File: config.mk
export PLATFORM = sky130hd
export DESIGN_NAME = hazard_ctrl
export DESIGN_NICKNAME = d
export VERILOG_FILES = /design/src/rtl/hazard_ctrl_pkg.sv /design/src/rtl/hazard_ctrl_sat_counter.sv /design/src/rtl/hazard_ctrl.sv
export SDC_FILE = /design/constraint.sdc
export NUM_CORES = 1
export LEC_CHECK = 0
export ABC_AREA = 1
export CORE_MARGIN = 10
export CORE_UTILIZATION = 48
export DETAILED_ROUTE_END_ITERATION = 10
export PLACE_DENSITY = 0.81
export SETUP_SLACK_MARGIN = 0.2
export SLEW_MARGIN = 40
export SYNTH_ARGS = -nofsm -noshare
export SYNTH_HDL_FRONTEND = slang
export SYNTH_HIERARCHICAL = 1
export SYNTH_SLANG_ARGS = --single-unit
File: constraint.sdc
create_clock -name clk -period 1.9 [get_ports clk]
set_clock_uncertainty 0.1 [all_clocks]
set_input_delay 0.38 -clock clk [delete_from_list [all_inputs] [get_ports clk]]
set_output_delay 0.38 -clock clk [all_outputs]
set_load 0.1 [all_outputs]
File: src/rtl/hazard_ctrl_pkg.sv
// Shared pipeline package: opcode constants, hazard-controller state
// encoding, forwarding-select encodings and the forwarding helper function.
package hazard_ctrl_pkg;

    // RV32I major opcodes used by the decode stage.
    localparam logic [6:0] OP_LUI    = 7'b0110111;
    localparam logic [6:0] OP_AUIPC  = 7'b0010111;
    localparam logic [6:0] OP_JAL    = 7'b1101111;
    localparam logic [6:0] OP_JALR   = 7'b1100111;
    localparam logic [6:0] OP_BRANCH = 7'b1100011;
    localparam logic [6:0] OP_LOAD   = 7'b0000011;
    localparam logic [6:0] OP_STORE  = 7'b0100011;
    localparam logic [6:0] OP_IMM    = 7'b0010011;
    localparam logic [6:0] OP_REG    = 7'b0110011;

    // Hazard controller states.
    typedef enum logic [1:0] {
        ST_RUN      = 2'd0,
        ST_MEM_WAIT = 2'd1,
        ST_HALT     = 2'd2
    } hz_state_e;

    // EX operand source selects.
    localparam logic [1:0] FWD_RF  = 2'b00;
    localparam logic [1:0] FWD_WB  = 2'b01;
    localparam logic [1:0] FWD_MEM = 2'b10;

    // Operand select for one EX source register; MEM wins over WB, x0 is
    // never forwarded because its architectural value is always zero.
    function automatic logic [1:0] fwd_sel(
        input logic [4:0] rs,
        input logic [4:0] mem_rd,
        input logic       mem_wr,
        input logic [4:0] wb_rd,
        input logic       wb_wr
    );
        logic [1:0] sel;
        if (mem_wr && (mem_rd != 5'd0) && (mem_rd == rs)) begin
            sel = FWD_MEM;
        end else if (wb_wr && (wb_rd != 5'd0) && (wb_rd == rs)) begin
            sel = FWD_WB;
        end else begin
            sel = FWD_RF;
        end
        return sel;
    endfunction

endpackage

File: src/rtl/hazard_ctrl_sat_counter.sv
// Saturating up-counter used for the performance counters.
// Ports: clk, rst_n (async active-low), inc (count enable), count (value).
// The counter sticks at all-ones instead of wrapping.
module sat_counter #(
    parameter int W = 16
) (
    input  logic         clk,
    input  logic         rst_n,
    input  logic         inc,
    output logic [W-1:0] count
);
    import hazard_ctrl_pkg::*;

    logic [W-1:0] count_r;

    // Count register: increment on inc unless already saturated.
    always_ff @(posedge clk or negedge rst_n) begin
        if (!rst_n) begin
            count_r <= {W{1'b0}};
        end else if (inc && (count_r != {W{1'b1}})) begin
            count_r <= count_r + W'(1);
        end else begin
            count_r <= count_r;
        end
    end

    assign count = count_r;

endmodule

File: src/rtl/hazard_ctrl.sv
// Pipeline hazard controller for a 5-stage in-order core.
// Ports:
//   clk, rst_n                      clock, async active-low reset
//   id_*/ex_*/mem_*/wb_* reg info   register numbers and write/read flags
//   ex_branch_taken                 redirect resolved in EX
//   dmem_req, dmem_ready            data-memory handshake from MEM
//   pc_en, if_id_en, id_ex_en, ex_mem_en     pipeline register enables
//   if_id_flush, id_ex_flush, mem_wb_flush   bubble insertion
//   fwd_a, fwd_b                    EX operand selects
//   halted                          sticky data-memory timeout
//   stall_cnt, flush_cnt            saturating performance counters
module hazard_ctrl #(
    parameter int TIMEOUT = 16,
    parameter int CNT_W   = 16
) (
    input  logic             clk,
    input  logic             rst_n,
    input  logic [4:0]       id_rs1,
    input  logic [4:0]       id_rs2,
    input  logic             id_use_rs1,
    input  logic             id_use_rs2,
    input  logic [4:0]       ex_rs1,
    input  logic [4:0]       ex_rs2,
    input  logic [4:0]       ex_rd,
    input  logic             ex_mem_read,
    input  logic             ex_reg_write,
    input  logic [4:0]       mem_rd,
    input  logic             mem_reg_write,
    input  logic [4:0]       wb_rd,
    input  logic             wb_reg_write,
    input  logic             ex_branch_taken,
    input  logic             dmem_req,
    input  logic             dmem_ready,
    output logic             pc_en,
    output logic             if_id_en,
    output logic             id_ex_en,
    output logic             ex_mem_en,
    output logic             if_id_flush,
    output logic             id_ex_flush,
    output logic             mem_wb_flush,
    output logic [1:0]       fwd_a,
    output logic [1:0]       fwd_b,
    output logic             halted,
    output logic [CNT_W-1:0] stall_cnt,
    output logic [CNT_W-1:0] flush_cnt
);
    import hazard_ctrl_pkg::*;

    localparam int             BCW      = $clog2(TIMEOUT + 1);
    localparam logic [BCW-1:0] BUSY_ONE = BCW'(1);
    localparam logic [BCW-1:0] BUSY_END = BCW'(TIMEOUT - 1);

    hz_state_e      state_r, state_nxt_s;
    logic [BCW-1:0] busy_cnt_r, busy_cnt_nxt_s;

    logic busy_s, lu_s, branch_flush_s;
    logic pc_en_s, if_id_en_s, id_ex_en_s, ex_mem_en_s;
    logic if_id_flush_s, id_ex_flush_s, mem_wb_flush_s;

    // ex_reg_write is not needed for load-use: a load always writes rd.
    logic unused_s;
    assign unused_s = ex_reg_write;

    assign busy_s = dmem_req & ~dmem_ready;
    assign lu_s   = ex_mem_read & (ex_rd != 5'd0) &
                    ((id_use_rs1 & (id_rs1 == ex_rd)) |
                     (id_use_rs2 & (id_rs2 == ex_rd)));

    // State and consecutive-busy counter registers.
    always_ff @(posedge clk or negedge rst_n) begin
        if (!rst_n) begin
            state_r    <= ST_RUN;
            busy_cnt_r <= {BCW{1'b0}};
        end else begin
            state_r    <= state_nxt_s;
            busy_cnt_r <= busy_cnt_nxt_s;
        end
    end

    // Next-state and control decode; priority busy > branch > load-use.
    always_comb begin
        state_nxt_s    = state_r;
        busy_cnt_nxt_s = busy_cnt_r;
        pc_en_s        = 1'b0;
        if_id_en_s     = 1'b0;
        id_ex_en_s     = 1'b0;
        ex_mem_en_s    = 1'b0;
        if_id_flush_s  = 1'b0;
        id_ex_flush_s  = 1'b0;
        mem_wb_flush_s = 1'b0;
        branch_flush_s = 1'b0;
        case (state_r)
            ST_RUN, ST_MEM_WAIT: begin
                if (busy_s) begin
                    // Freeze everything up to MEM, bubble into WB.
                    mem_wb_flush_s = 1'b1;
                    if (state_r == ST_RUN) begin
                        // The entering cycle is the first busy cycle.
                        state_nxt_s    = ST_MEM_WAIT;
                        busy_cnt_nxt_s = BUSY_ONE;
                    end else if (busy_cnt_r >= BUSY_END) begin
                        state_nxt_s    = ST_HALT;
                        busy_cnt_nxt_s = {BCW{1'b0}};
                    end else begin
                        busy_cnt_nxt_s = busy_cnt_r + BUSY_ONE;
                    end
                end else begin
                    state_nxt_s    = ST_RUN;
                    busy_cnt_nxt_s = {BCW{1'b0}};
                    ex_mem_en_s    = 1'b1;
                    id_ex_en_s     = 1'b1;
                    if (ex_branch_taken) begin
                        pc_en_s        = 1'b1;
                        if_id_en_s     = 1'b1;
                        if_id_flush_s  = 1'b1;
                        id_ex_flush_s  = 1'b1;
                        branch_flush_s = 1'b1;
                    end else if (lu_s) begin
                        // Hold IF/ID one cycle; the load moves on so the
                        // hazard clears after exactly one bubble.
                        id_ex_flush_s = 1'b1;
                    end else begin
                        pc_en_s    = 1'b1;
                        if_id_en_s = 1'b1;
                    end
                end
            end
            ST_HALT: begin
                state_nxt_s    = ST_HALT;
                busy_cnt_nxt_s = {BCW{1'b0}};
            end
            default: begin
                state_nxt_s    = ST_RUN;
                busy_cnt_nxt_s = {BCW{1'b0}};
            end
        endcase
    end

    // Reset forces every control output quiet.
    assign pc_en        = rst_n & pc_en_s;
    assign if_id_en     = rst_n & if_id_en_s;
    assign id_ex_en     = rst_n & id_ex_en_s;
    assign ex_mem_en    = rst_n & ex_mem_en_s;
    assign if_id_flush  = rst_n & if_id_flush_s;
    assign id_ex_flush  = rst_n & id_ex_flush_s;
    assign mem_wb_flush = rst_n & mem_wb_flush_s;
    assign fwd_a = rst_n ? fwd_sel(ex_rs1, mem_rd, mem_reg_write, wb_rd, wb_reg_write) : FWD_RF;
    assign fwd_b = rst_n ? fwd_sel(ex_rs2, mem_rd, mem_reg_write, wb_rd, wb_reg_write) : FWD_RF;
    assign halted = (state_r == ST_HALT);

    sat_counter #(.W(CNT_W)) u_stall_cnt (
        .clk   (clk),
        .rst_n (rst_n),
        .inc   ((state_r != ST_HALT) & ~pc_en_s),
        .count (stall_cnt)
    );

    sat_counter #(.W(CNT_W)) u_flush_cnt (
        .clk   (clk),
        .rst_n (rst_n),
        .inc   (branch_flush_s),
        .count (flush_cnt)
    );

endmodule

== Word-level counts from Yosys, hierarchy flattened ==
Index checks and enable logic that the tools add are counted.

* Bitwise operators: 14
* Eq/ne operators: 12
* Multiplexer cells: 29
* Magnitude comparators: 1
* Reductions and logical operators: 13
* $add $sub $neg: 3

{| class="wikitable"
|+ Operators by type and width
! kind !! number
|-
| adder 16 x 1 -> 16 bit, second input constant || 2
|-
| != test 16 bit, second input constant || 2
|-
| == test 5 bit || 6
|-
| two-way mux 5 bit || 4
|-
| two-way mux 1 bit || 17
|-
| nonzero test 5 bit || 3
|-
| two-way mux 2 bit || 7
|-
| bitwise AND 1 bit || 11
|-
| logical AND 1 bit || 8
|-
| adder 5 x 1 -> 5 bit, second input constant || 1
|-
| greater-or-equal comparator 5 x 4 -> 1 bit, second input constant || 1
|-
| != test 4 bit, second input constant || 1
|-
| case mux 2 bit (2 select lines) || 1
|-
| == test 2 x 1 -> 1 bit, second input constant || 1
|-
| == test 2 bit, second input constant || 1
|-
| zero test 2 bit || 1
|-
| != test 2 bit, second input constant || 1
|-
| inverter 1 bit || 2
|-
| OR reduction 2 bit || 1
|-
| bitwise OR 1 bit || 1
|}

* Flip-flop bits (word level): 39
* Word-level logic and storage cells: 76
* Output and inout bits: 44
* Input port bits: 46

== Longest topological paths before layout ==
* Depth after elaboration: 11
* Depth in mapped cells: 17
* Mapped depth without buffers: 17

== Hierarchy ==
The synthesis kept the hierarchy.

{| class="wikitable"
|+ Modules (own cells, without submodules)
! module !! area each (µm²) !! times used !! cells each !! sequential area each (µm²)
|-
| sat_counter at u_flush_cnt || 1058.5 || 1 || 149 || 400.4
|-
| sat_counter at u_stall_cnt || 1038.5 || 1 || 142 || 400.4
|-
| hazard_ctrl || 935.9 || 1 || 162 || 175.2
|}

== Worst setup path after synthesis ==
No wires, ideal clock.

* Kind: input port to output port
* Start: in dmem_req
* End: out id_ex_flush
* Data arrival time: 3.635 ns
* Path slack: -2.215 ns
* Cell stages on the path: 7
* Path buffers: 0
* Data required time: 1.420 ns
* Cells stage by stage: inv_1 -> nor2_2 -> nor2_1 -> inv_1 -> nor2_1 -> inv_1 -> a21oi_1

* Word-level cells in the longest chain between the ends: 4

{| class="wikitable"
|+ Ends and longest elaborated chain
! item !! RTL line !! source
|-
| start: declaration || hazard_ctrl.sv:32 || <nowiki>input logic dmem_req,</nowiki>
|-
| bitwise AND 1 bit || hazard_ctrl.sv:64 || <nowiki>assign busy_s = dmem_req & ~dmem_ready;</nowiki>
|-
| two-way mux 1 bit || hazard_ctrl.sv:94 || <nowiki>if (busy_s) begin</nowiki>
|-
| two-way mux 1 bit || hazard_ctrl.sv:92 || <nowiki>case (state_r)</nowiki>
|-
| bitwise AND 1 bit || hazard_ctrl.sv:145 || <nowiki>assign id_ex_flush = rst_n & id_ex_flush_s;</nowiki>
|-
| end: declaration || hazard_ctrl.sv:39 || <nowiki>output logic id_ex_flush,</nowiki>
|}

Every way passes these cells.

== Worst setup path in the final report ==
* Start: in ex_rd[3]
* End: out if_id_en

* Word-level cells in the longest chain between the ends: 9
* Elaborated cells between the ends (all ways): 13
* Classes of those cells: eq/ne: 2; mux: 4; bitwise: 6; reduce/logical: 1

{| class="wikitable"
|+ Ends and longest elaborated chain
! item !! RTL line !! source
|-
| start: declaration || hazard_ctrl.sv:24 || <nowiki>input logic [4:0] ex_rd,</nowiki>
|-
| == test 5 bit (on tied branches) || hazard_ctrl.sv:66, hazard_ctrl.sv:67 ||
|-
| bitwise AND 1 bit (on tied branches) || hazard_ctrl.sv:66, hazard_ctrl.sv:67 ||
|-
| bitwise OR 1 bit || hazard_ctrl.sv:66 || <nowiki>((id_use_rs1 & (id_rs1 == ex_rd)) |</nowiki>
|-
| bitwise AND 1 bit (*) || hazard_ctrl.sv:65 || <nowiki>assign lu_s = ex_mem_read & (ex_rd != 5'd0) &</nowiki>
|-
| two-way mux 1 bit (*) || hazard_ctrl.sv:118 || <nowiki>end else if (lu_s) begin</nowiki>
|-
| two-way mux 1 bit (*) || hazard_ctrl.sv:112 || <nowiki>if (ex_branch_taken) begin</nowiki>
|-
| two-way mux 1 bit (*) || hazard_ctrl.sv:94 ||
|-
| two-way mux 1 bit (*) || hazard_ctrl.sv:92 ||
|-
| bitwise AND 1 bit (*) || hazard_ctrl.sv:141 || <nowiki>assign if_id_en = rst_n & if_id_en_s;</nowiki>
|-
| end: declaration || hazard_ctrl.sv:35 || <nowiki>output logic if_id_en,</nowiki>
|}

Every way passes the cells marked *; elsewhere a longest branch is shown, timed or not.

==> results.md <==
* Worst-path fanout max at 4
* Final period utilization at 112%
* Setup-violating endpoint count in the final report at 25
* Kind of end point of the critical path: primary output
* Area of the core at 0.00603 mm^2
* Max_slew headroom at 65.2%
* Pwr Density at 850 mW/mm^2
* Inst Count DP at 628
* Syn_nets at 503
* Worst Hold Class: in2async
* Most frequent cells after synthesis: nand2_1, inv_1, nor2_1, dfrtp_1, nand3_1
* Post-synth top area cell: dfrtp_1
* Worst setup SP type: input port
* Grt ovf at 0
* First-pass GRT wire length at 18.3 mm
* Hpwl dp at 7.53 mm
* Final ANT Viol Nets at 0
* Routed len/inst at 23.5 um
* Fin cells at about 660
* Syn Area/Cell at 6.70 um^2
* CTS tree: built
* Htree depth at 2
* Synth Warn # at 6
* Cts bufs inserted at 5
* GP Congestion at 0.910
* Max-Cap Viols at 0
* Routed WL at 15.5 mm
* Seq pwr share at 28.0%
* Crit path kind: in2out
* Fin worst setup slack at -0.231 ns
* Req. time, crit path at 1.42 ns
* All-Layer GR Usage at 22.6%
* Outcome: finished with violations
* Area fraction of the dominant cell type after synthesis at 32.2%
* Post-synth EDFFs at 0
* Initial antenna violation count at 1
* Final #Nets at approximately 630
* Clk pin slew, worst setup/hold paths at 0.08 ns
* Largest net degree at the start of global routing at 40
* Register-to-register setup slack at -0.20 ns
* Mapped Area at 0.00303 mm^2
* Root Buffer: clkbuf_8
* Layout cells sized above 1 at between 50% and 60%
* Pre-CTS setup slack at -0.731 ns
* Ys flop type: dfrtp_1
* Via count at 4,168
* Sequential area share after synthesis at about a third
* Synth area leaders: dfrtp_1, nand2_1, inv_1
* Fmax at 469 MHz
* Fin. max-slew vios at 0
* IO Count at 90
* Syn-to-layout area delta at 84.4%
* Fill cell count at 200
* Tightest Pin Transition at 0.522 ns
* Max Buffers Root-to-Sink at 2
* Comb pwr share at 56.0%
* DRT Pass-1 Iters at 5
* Drt drc at 0
* Row count at 28
* Synth unique cells at 32
* Number of global-route vias before repair at ~3,700
* Cells after Synth at 453
* Worst ir drop on vdd at 0.00114 V
* Worst skew pair latency at 0.31 ns
* Post-synth ARST share at 100%
* Int Pwr at 2430 uW
* Die width at 99.5 um
* DRT iter0 DRCs at approximately 560
* Clk sink count at 39
* Cell with the most instances after synthesis: nand2_1
* Lkg Pwr at approximately 0.0025 uW
* Switching part of the total at between 40% and 50%
* RSZ-0062 raised after global routing: yes
* Initial Util at 50.3%
* Die area at 0.00990 mm^2
* Fin crit period at 2.13 ns
* Failing checks: negative setup slack
* Register bit total from synthesis at 39
* Clock power frac at around 16%
* Switch Pwr at 2330 uW
* Final hold viol count at 0
* Vias per cell at between 6 and 7
* Die height at 99.5 um
* Port-buffer cells at 88
* CP arrival at 1.65 ns
## flip-flops by register name, summed over array words and instances (netlist names)
name and count:
busy_cnt_r 5, state_r 2, u_flush_cnt/count 16, u_stall_cnt/count 16
## final timing paths
path                                              end          start  cells after the start
worst min register to register          busy_cnt_r[3]  busy_cnt_r[3]                      2
worst max-delay path                         if_id_en       ex_rd[3]                      9
max in group asynchronous        u_stall_cnt/count[1]          rst_n                      2
worst min-delay path            u_flush_cnt/count[11]          rst_n                      2
min in group clk                        busy_cnt_r[3]  busy_cnt_r[3]                      2
worst max register to register  u_stall_cnt/count[14]     state_r[1]                     13
## cell families (layout without fill, tap and decap cells)
kind of cell	count (synthesis)	after routing	share of synthesized area [%]
buf+inv	62	193	8.42
flops	39	39	32.2
xor+xnor	25	25	7.22
compound gates	24	24	4.70
other cells	0	1	0
simple gates	299	300	45.8
fa+ha+maj	4	4	1.65
## cell usage in the layout (no fill, tap or decap), types with 14 or more instances in the layout
cell and n:
buf_12 46, buf_4 21, buf_6 35, dfrtp_2 20
inv_1 35, nand2_1 139, nand2_2 35, nor2_1 29
nor2_2 14, nor2_4 24
## area by class of cell
cell class              count  area (um^2)  share of cell area (%)
multi-input cells         353         2330                    41.6
clock buffers               6         82.6                    1.48
flip-flops and latches     39         1050                    18.8
inverters                  58          263                    4.70
well taps                  75         93.8                    1.68
repair buffers            127         1740                    31.1
diodes                      1         2.50                  0.0447
clock inverters             2         35.0                   0.626
## critical path: stages
cell and delay (ns):
buf_8 0.10, inv_6 0.06, nand4_1 0.14, o21ai_1 0.23, inv_1 0.13, nand2_4 0.10, nand2_4 0.06, a21oi_4 0.22
buf_12 0.21
## power by group through the flow
| stage | registers [uW] | logic, uW | clock network, uW |
|---|---|---|---|
| detailed placement | 1330 | 2300 | 0 |
| finish | 1330 | 2660 | 762 |
| global placement | 1320 | 2260 | 0 |
| global route | 1350 | 2750 | 789 |
| floorplan | 2130 | 545 | 0 |
| CTS | 1320 | 2360 | 747 |
## per-layer routing
layer	vias to the layer above	global-route usage, %	wire length [um]	part of all wire (%)
met2	409	43.9	7680	49
met1	1934	21.6	4850	31
met5	-	0	0	0
li1	1674	-	-	-
met3	151	5.67	1550	10
met4	0	9.92	1470	9.5
## metrics by stage
stage	power [uW]	hold slack, ns	setup TNS, ns	area (um^2)	util, %
4_1_cts	4430	0.0662	-0.347	5120	85.0
3_3_place_gp	3580	0.380	-15.24	4730	78.5
2_1_floorplan	2680	-0.0156	-2.49	3240	-
5_1_grt	4890	0.0817	-3.46	5590	92.8
6_report	4750	0.0400	-2.29	5590	92.8
3_5_place_dp	3630	0.393	-18.63	4730	78.5
## what timing repair did
item                       CTS  global route
buffers inserted            11            11
pin swaps                   72            70
gates resized for setup    256           103
setup endpoints to repair   48            48
hold buffers                 0             0
gates cloned                 0             2
(Power assumes the default switching activity.)
